==> config.mk <==
export PLATFORM = sky130hd
export DESIGN_NAME = tsc_dump_receiver
export DESIGN_NICKNAME = d
export VERILOG_FILES = /design/src/rtl/tsc_pkg.sv /design/src/rtl/tsc_sample_ram.sv /design/src/rtl/tsc_dump_receiver.sv
export SDC_FILE = /design/constraint.sdc
export NUM_CORES = 1
export LEC_CHECK = 0
export BUFFER_PORTS_ARGS = -buffer_cell sky130_fd_sc_hd__buf_4
export CAP_MARGIN = 30
export CORE_MARGIN = 1.5
export CORE_UTILIZATION = 30
export DETAILED_ROUTE_END_ITERATION = 16
export PLACE_DENSITY = 0.49
export SLEW_MARGIN = 15
export SYNTH_ARGS = -nofsm -noshare
export SYNTH_HDL_FRONTEND = slang
export SYNTH_SLANG_ARGS = --single-unit
==> constraint.sdc <==
create_clock -name clk -period 3.92 [get_ports clk]
set_clock_uncertainty 0.05 [all_clocks]
set_input_delay 0.196 -clock clk [delete_from_list [all_inputs] [get_ports clk]]
set_output_delay 0.196 -clock clk [all_outputs]
set_load 0.03 [all_outputs]
==> src/rtl/tsc_pkg.sv <==
// rtl/tsc_pkg.sv - shared types and defaults for the trigger-surround-cache dump receiver
package tsc_pkg;

  localparam int DEPTH_DEF  = 32;
  localparam int DATA_W_DEF = 8;
  localparam int TS_W_DEF   = 32;

  // Line idles low; a high bit marks the start of each sample.
  localparam logic START_BIT = 1'b1;

  typedef enum logic [1:0] {
    IDLE  = 2'd0,
    HUNT  = 2'd1,
    SHIFT = 2'd2,
    DONE  = 2'd3
  } state_t;

endpackage

==> src/rtl/tsc_sample_ram.sv <==
// rtl/tsc_sample_ram.sv - sample storage, one write port and one registered read port
module tsc_sample_ram #(
  parameter int DEPTH  = 32,
  parameter int DATA_W = 8
) (
  input  logic                     clk,
  input  logic                     reset_n,
  input  logic                     wr_en,
  input  logic [$clog2(DEPTH)-1:0] wr_addr,
  input  logic [DATA_W-1:0]        wr_data,
  input  logic [$clog2(DEPTH)-1:0] rd_addr,
  output logic [DATA_W-1:0]        rd_data
);

  logic [DATA_W-1:0] mem [DEPTH];

  always_ff @(posedge clk) begin
    if (wr_en) mem[wr_addr] <= wr_data;
  end

  // Only the output register is reset; the array keeps stale contents.
  always_ff @(posedge clk or negedge reset_n) begin
    if (!reset_n) rd_data <= '0;
    else          rd_data <= mem[rd_addr];
  end

endmodule

==> src/rtl/tsc_dump_receiver.sv <==
// rtl/tsc_dump_receiver.sv - latches trigger time and deserializes the framed dump into sample RAM
module tsc_dump_receiver
  import tsc_pkg::*;
#(
  parameter int DEPTH  = DEPTH_DEF,
  parameter int DATA_W = DATA_W_DEF,
  parameter int TS_W   = TS_W_DEF
) (
  input  logic                     clk,
  input  logic                     reset_n,
  input  logic                     trd,
  input  logic [TS_W-1:0]          trigtm,
  input  logic                     sd,
  input  logic                     cd,
  input  logic                     clr,
  input  logic [$clog2(DEPTH)-1:0] rd_addr,
  output logic [DATA_W-1:0]        rd_data,
  output logic [TS_W-1:0]          trig_time,
  output logic [$clog2(DEPTH):0]   byte_count,
  output logic                     busy,
  output logic                     frame_done,
  output logic                     short_err,
  output logic                     ovf_err
);

  localparam int AW = $clog2(DEPTH);
  localparam int BW = (DATA_W > 1) ? $clog2(DATA_W) : 1;
  localparam logic [BW-1:0] LAST_BIT = BW'(DATA_W - 1);
  localparam logic [AW:0]   FULL     = (AW + 1)'(DEPTH);

  state_t            state, state_next;
  logic [BW-1:0]     bit_cnt;
  logic [DATA_W-1:0] shreg;
  logic [DATA_W-1:0] shift_word;
  logic              start_frame, byte_done, wr_en, to_done, abort, clr_flags;

  assign shift_word = {shreg[DATA_W-2:0], sd};
  assign busy       = (state == HUNT) || (state == SHIFT);

  always_ff @(posedge clk or negedge reset_n) begin
    if (!reset_n) state <= IDLE;
    else          state <= state_next;
  end

  always_comb begin
    state_next  = state;
    start_frame = 1'b0;
    byte_done   = 1'b0;
    wr_en       = 1'b0;
    to_done     = 1'b0;
    abort       = 1'b0;
    clr_flags   = 1'b0;
    case (state)
      IDLE: begin
        if (trd) begin
          state_next  = HUNT;
          start_frame = 1'b1;
        end
      end
      HUNT: begin
        if (cd) begin
          state_next = DONE;
          to_done    = 1'b1;
        end else if (sd == START_BIT) begin
          state_next = SHIFT;
        end
      end
      SHIFT: begin
        // A close request discards any partially assembled sample.
        if (cd) begin
          state_next = DONE;
          to_done    = 1'b1;
          abort      = 1'b1;
        end else if (bit_cnt == LAST_BIT) begin
          state_next = HUNT;
          byte_done  = 1'b1;
          wr_en      = (byte_count < FULL);
        end
      end
      DONE: begin
        if (trd) begin
          state_next  = HUNT;
          start_frame = 1'b1;
        end else if (clr) begin
          state_next = IDLE;
          clr_flags  = 1'b1;
        end
      end
      default: state_next = IDLE;
    endcase
  end

  always_ff @(posedge clk or negedge reset_n) begin
    if (!reset_n) begin
      bit_cnt    <= '0;
      shreg      <= '0;
      trig_time  <= '0;
      byte_count <= '0;
      frame_done <= 1'b0;
      short_err  <= 1'b0;
      ovf_err    <= 1'b0;
    end else begin
      if (state == SHIFT) begin
        shreg   <= shift_word;
        bit_cnt <= bit_cnt + BW'(1);
      end else begin
        bit_cnt <= '0;
      end
      if (start_frame) begin
        trig_time  <= trigtm;
        byte_count <= '0;
        frame_done <= 1'b0;
        short_err  <= 1'b0;
        ovf_err    <= 1'b0;
      end
      if (clr_flags) begin
        frame_done <= 1'b0;
        short_err  <= 1'b0;
        ovf_err    <= 1'b0;
      end
      if (byte_done) begin
        if (wr_en) byte_count <= byte_count + (AW + 1)'(1);
        else       ovf_err    <= 1'b1;
      end
      if (to_done) begin
        frame_done <= 1'b1;
        if (abort || (byte_count != FULL)) short_err <= 1'b1;
      end
    end
  end

  tsc_sample_ram #(
    .DEPTH  (DEPTH),
    .DATA_W (DATA_W)
  ) u_ram (
    .clk     (clk),
    .reset_n (reset_n),
    .wr_en   (wr_en),
    .wr_addr (byte_count[AW-1:0]),
    .wr_data (shift_word),
    .rd_addr (rd_addr),
    .rd_data (rd_data)
  );

endmodule

# Word-level counts from Yosys, hierarchy flattened
# Memories as Yosys holds them, arrays and structs flattened. A register that Yosys moved wholly into a read port is not among the register bits.
# Index checks and enable logic that the tools add are counted.
# word_totals
register_bits	53
mem_bits_rw	256
inputBits	43
out_inout_bits	50
word_cells	68
mem_count	1
# mem_list
name	depth	width	read_ports	rd_clocked_by_memory_dff	wr	line_no	rtl
u_ram.mem	32	8	1	1	1	tsc_sample_ram.sv:15	logic [DATA_W-1:0] mem [DEPTH];
# classes
n_addsub	2
n_lt_le_gt_ge	1
eq_ne	9
n_mux	39
n_reduce_logical	8
# op_table
cell	n
$mux 1	27
$mux 6	3
$mux 2	7
$pmux 2 s4	1
$add 6x1->6 const B	1
$lt 6x6->1 const B	1
$ne 3x3->1 const B	2
$ne 6x6->1 const B	1
$eq 2x2->1 const B	2
$reduce_and 4->1	1
$reduce_or 2->1	2
$add 3x1->3 const B	1
$eq 3x3->1 const B	1
$mux 3	1
$ne 3x2->1 const B	1
$reduce_bool 3->1	1
$eq 2x1->1 const B	1
$logic_not 2->1	1
$logic_or 1x1->1	2
$ne 2x2->1 const B	1
$logic_not 1->1	1

# Depth between registers and ports, before layout
# logic_depth
ltp_word	7
mapped_depth	7
depth_no_buf	6

# Cells and area by module
# Synthesis repeated with hierarchy kept, for this count alone.
# hier_totals
hier_cells	642
area_unflattened_um2	12323.1
# modules_own_cells
mod	n_inst	cells_per_inst	area_each_um2	seq_area_each_um2
tsc_sample_ram	1	417	10093.4	7887.6
tsc_dump_receiver	1	225	2229.6	1326.3

# Least setup slack after synthesis
# Ideal clock, no wire load.
# synth_path
path_kind	register to register
start	register state[0]
end	memory u_ram.mem[23][0] (enable)
setup_ns	0.385
arrival_ns	2.318
t_required_ns	3.485
path_slack_ns	1.167
stages_incl_launch_ff	7
n_path_buf	1
synth_period_minus_slack_ns	2.753
cell_sequence	dfrtp_1 inv_1 ha_1 clkbuf_1 nor4bb_1 nand3_1 nor3b_1
# synth_via
elab_chain_cells	4
# synth_rtl
element	line_no	rtl
start, declared	tsc_dump_receiver.sv:31	state_t state, state_next;
start signal, assigned	tsc_dump_receiver.sv:42	else state <= state_next;
$eq 2x2->1	tsc_dump_receiver.sv:53	case (state)
$mux 1	tsc_dump_receiver.sv:53	
$mux 1	tsc_sample_ram.sv:18	if (wr_en) mem[wr_addr] <= wr_data;
$mux 1 (not written as such)	tsc_sample_ram.sv:18	
end, declared	tsc_sample_ram.sv:15	
# Every way passes these cells.

# Worst setup path after layout
# layout_path
start	register bit_cnt[0]
end	memory u_ram.mem[30][1] (enable)
# layout_via
elab_chain_cells	6
# layout_rtl
element	line_no	rtl
start, declared	tsc_dump_receiver.sv:32	logic [BW-1:0] bit_cnt;
start signal, assigned	tsc_dump_receiver.sv:105	bit_cnt <= bit_cnt + BW'(1);
$eq 3x3->1	tsc_dump_receiver.sv:74	end else if (bit_cnt == LAST_BIT) begin
$mux 1	tsc_dump_receiver.sv:74	
$mux 1	tsc_dump_receiver.sv:70	if (cd) begin
$mux 1	tsc_dump_receiver.sv:53	
$mux 1	tsc_sample_ram.sv:18	
$mux 1 (not written as such)	tsc_sample_ram.sv:18	
# Every way passes these cells.

==> flow_metrics.py <==
metrics = {
    "run_status": {
        "status": "finished, final reports clean",
    },
    "sta": {
        "setup_viol": 0,
        "worst_slack_ns": 0.971,
        "fin_crit_sh_pct": 75.2,
        "worstMarginPinSlew_ns": 0.971,
        "max-slew-margin-rel_pct": 35.2,
        "fmax_mhz": 339,
        "final.setup.tns_ns": 0,
        "hold_viol": 0,
        "maxSlewViolCount": 0,
        "min_period_ns": 2.95,
        "rsz0062_at_grt": "no",
    },
    "synthesis": {
        "synth_ff_type": "edfxtp_1",
        "synth_mux_area_share_pct": 16.1,
        "synth_adder_area_share_pct": 1.12,
        "syn_area_um2": 12300,
        "synthCells": 648,
        "ys_types": 37,
        "yosys_warnings": 0,
        "yosys.area_share.simple_pct": 5.69,
        "synth_edf_count": 256,
        "synth-seq-area-share_pct": 74.7,
        "syn_nets": 702,
        "synth_top_family_by_area": "multiplexers",
        "synth-xor-area-share_pct": 0.0710,
        "ys_ff_latch": 317,
        "syn_area_per_cell_um2": 19.0,
        "synth-compound-area-share_pct": 0.883,
        "synthArstFlopShare_pct": 19.2,
    },
    "placement": {
        "dp_slack_ns": 0.893,
        "dpl-instance-area_um2": 13700,
        "place_hpwl_um": 18800,
        "port-buffer-count": 92,
        "gp_congestion": 0.733,
        "post-place-cells": 1252,
    },
    "detailed_routing": {
        "drc": 0,
        "drt_iter0_drc": 384,
        "ant_nets": 0,
        "via_per_inst": 4.65,
        "drtPass1Iterations": 4,
        "num_vias": 6281,
        "finalWirelength_um": 29400,
        "wire_per_inst_um": 21.8,
    },
    "layout": {
        "drive_gt1_share_pct": 31.4,
        "mostFrequentLayoutCell": "edfxtp_1",
        "layout_common_cells": "edfxtp_1, nand2_1, buf_4, mux4_2, dfrtp_1",
        "fin_util_pct": 37.2,
        "diodes": 0,
        "fin_cells": 1350,
        "fin_area_um2": 15100,
        "nets": 847,
        "syn_to_final_growth_pct": 22.8,
    },
    "global_route": {
        "grt_pass1_wl_um": 44000,
        "grt_max_degree": 65,
        "gr-total-overflow": 0,
        "antenna_found_initial": 0,
        "track_usage_pct": 14.3,
        "grt_pass1_vias": 6634,
    },
    "floorplanning": {
        "ioPinCount": 93,
        "die_h_um": 206,
        "die_area_um2": 42300,
        "fp.dieW_um": 206,
        "core_area_um2": 40600,
        "initial_core_util_pct": 30.3,
        "fp-row-count": 74,
    },
    "critical_path": {
        "crit_arrival_ns": 3.02,
        "crit_path_start_kind": "flop",
        "required_ns": 4.00,
        "critPathKind": "flop to flop",
        "end_kind": "flop",
        "path_max_fanout": 8,
    },
    "power": {
        "powerDensity_nw_per_um2": 635,
        "p_leak_nw": 5.37,
        "switching_share_pct": 29.3,
        "p_seq_share_pct": 48.6,
        "combinationalPowerShare_pct": 17.8,
        "p_int_w": 0.00680,
        "clkPwrFrac_pct": 33.5,
        "net-switching-power_w": 0.00281,
        "ir_worst_vdd_v": 0.000426,
    },
    "clocking": {
        "htreeDepth": 2,
        "numClockSinks": 317,
        "cts_root_buffer": "clkbuf_16",
        "clock_latency_ns": 0.50,
        "ctsResizeCount": 0,
        "cts_tree": "built",
        "clkTransAtPathRegs_ns": 0.06,
        "cts_setup_buffers": 0,
        "cts_buffers": 35,
        "clock_path_buffers": 3,
    },
    "min_path": {
        "hold_path.class": "primary input to flop",
    },
    "job": {
        "cap_viol_max_count": 0,
    },
}
Yosys cell counts, types with 3 or more instances:
| cell type | instances | area share, % |
|---|---|---|
| mux2_2 | 15 | 1.4 |
| and2_1 | 3 | 0.15 |
| buf_1 | 6 | 0.18 |
| edfxtp_1 | 256 | 62 |
| nor2b_1 | 3 | 0.15 |
| ha_1 | 11 | 1.1 |
| dfrtp_1 | 61 | 12 |
| nor2_1 | 32 | 0.97 |
| o21ai_0 | 3 | 0.12 |
| inv_1 | 6 | 0.18 |
| buf_4 | 6 | 0.37 |
| a31oi_1 | 4 | 0.20 |
| clkbuf_1 | 19 | 0.58 |
| nand2_1 | 112 | 3.4 |
| mux4_2 | 80 | 15 |
| nand2b_1 | 3 | 0.15 |
stage by stage:
step | hold WS, ns | power [W]
2_1_floorplan | -0.150 | 0.00556
3_3_place_gp | 0.310 | 0.00646
3_5_place_dp | 0.309 | 0.00648
4_1_cts | 0.00437 | 0.00975
5_1_grt | 0.0512 | 0.0100
6_report | 0.0159 | 0.00962
logic make-up after synthesis:
kind of cell / after synthesis
flops: 317
simple gates: 168
mux: 96
buf+inv: 39
compound gates: 16
fa+ha+maj: 11
xor+xnor: 1
layer usage:
layer | share of wire (%) | up-vias | GRT usage, % | wire length (um)
li1 | - | 2803 | - | -
met1 | 45 | 3253 | 19.9 | 13300
met2 | 46 | 183 | 22.3 | 13500
met3 | 6.8 | 42 | 3.55 | 1990
met4 | 2.1 | 0 | 3.60 | 629
met5 | 0 | - | 0 | 0
layout make-up:
class | count | area (um^2)
clock buffer | 45 | 923
clock inverter | 17 | 193
fill | 3706 | 25500
inverter | 6 | 22.5
multi-input combinational | 292 | 2950
sequential | 317 | 9220
tap | 532 | 666
timing repair buffer | 141 | 1170
worst max-delay path, stage by stage (launching register included):
cell and delay (ns):
dfrtp_1 0.34, ha_1 0.15, ha_1 0.18, nor4bb_2 0.65, nand2_1 0.48, nor2_1 0.72
worst paths after layout:
| path | from | to | slack (ns) | cells after the start |
|---|---|---|---|---|
| setup / recovery | bit_cnt[0]$_DFF_PN0_ | u_ram.mem[30][1]$_DFFE_PP_ | 0.97 | 5 |
| hold / removal | clr | short_err$_DFF_PN0_ | 0.02 | 4 |
| setup reg to reg | bit_cnt[0]$_DFF_PN0_ | u_ram.mem[30][1]$_DFFE_PP_ | 0.97 | 5 |
| hold reg to reg | bit_cnt[0]$_DFF_PN0_ | bit_cnt[0]$_DFF_PN0_ | 0.38 | 1 |
| max in group asynchronous | reset_n | shreg[2]$_DFFE_PN0P_ | 2.95 | 2 |
| min in group asynchronous | reset_n | trig_time[21]$_DFFE_PN0P_ | 0.30 | 2 |
sequential cells by signal (all words and copies together), names as in the netlist:
register       flops
bit_cnt            3
byte_count         6
frame_done         1
ovf_err            1
short_err          1
shreg              7
state              2
trig_time         32
u_ram.mem        256
u_ram.rd_data      8
repair_timing:
item                                    in CTS  in global routing
hold buffers                                36                  0
endpoints found under the setup margin       0                  0
hold endpoints to repair                   102                  0
power groups by stage:
| stage | clock network (W) | registers (W) | logic, W |
|---|---|---|---|
| CTS | 0.00330 | 0.00470 | 0.00175 |
| global route | 0.00344 | 0.00473 | 0.00187 |
| finish | 0.00322 | 0.00468 | 0.00172 |
| floorplan | 0 | 0.00494 | 0.000628 |
| global placement | 0 | 0.00476 | 0.00170 |
| detailed placement | 0 | 0.00475 | 0.00172 |
Power figures use the tool's default switching activity.
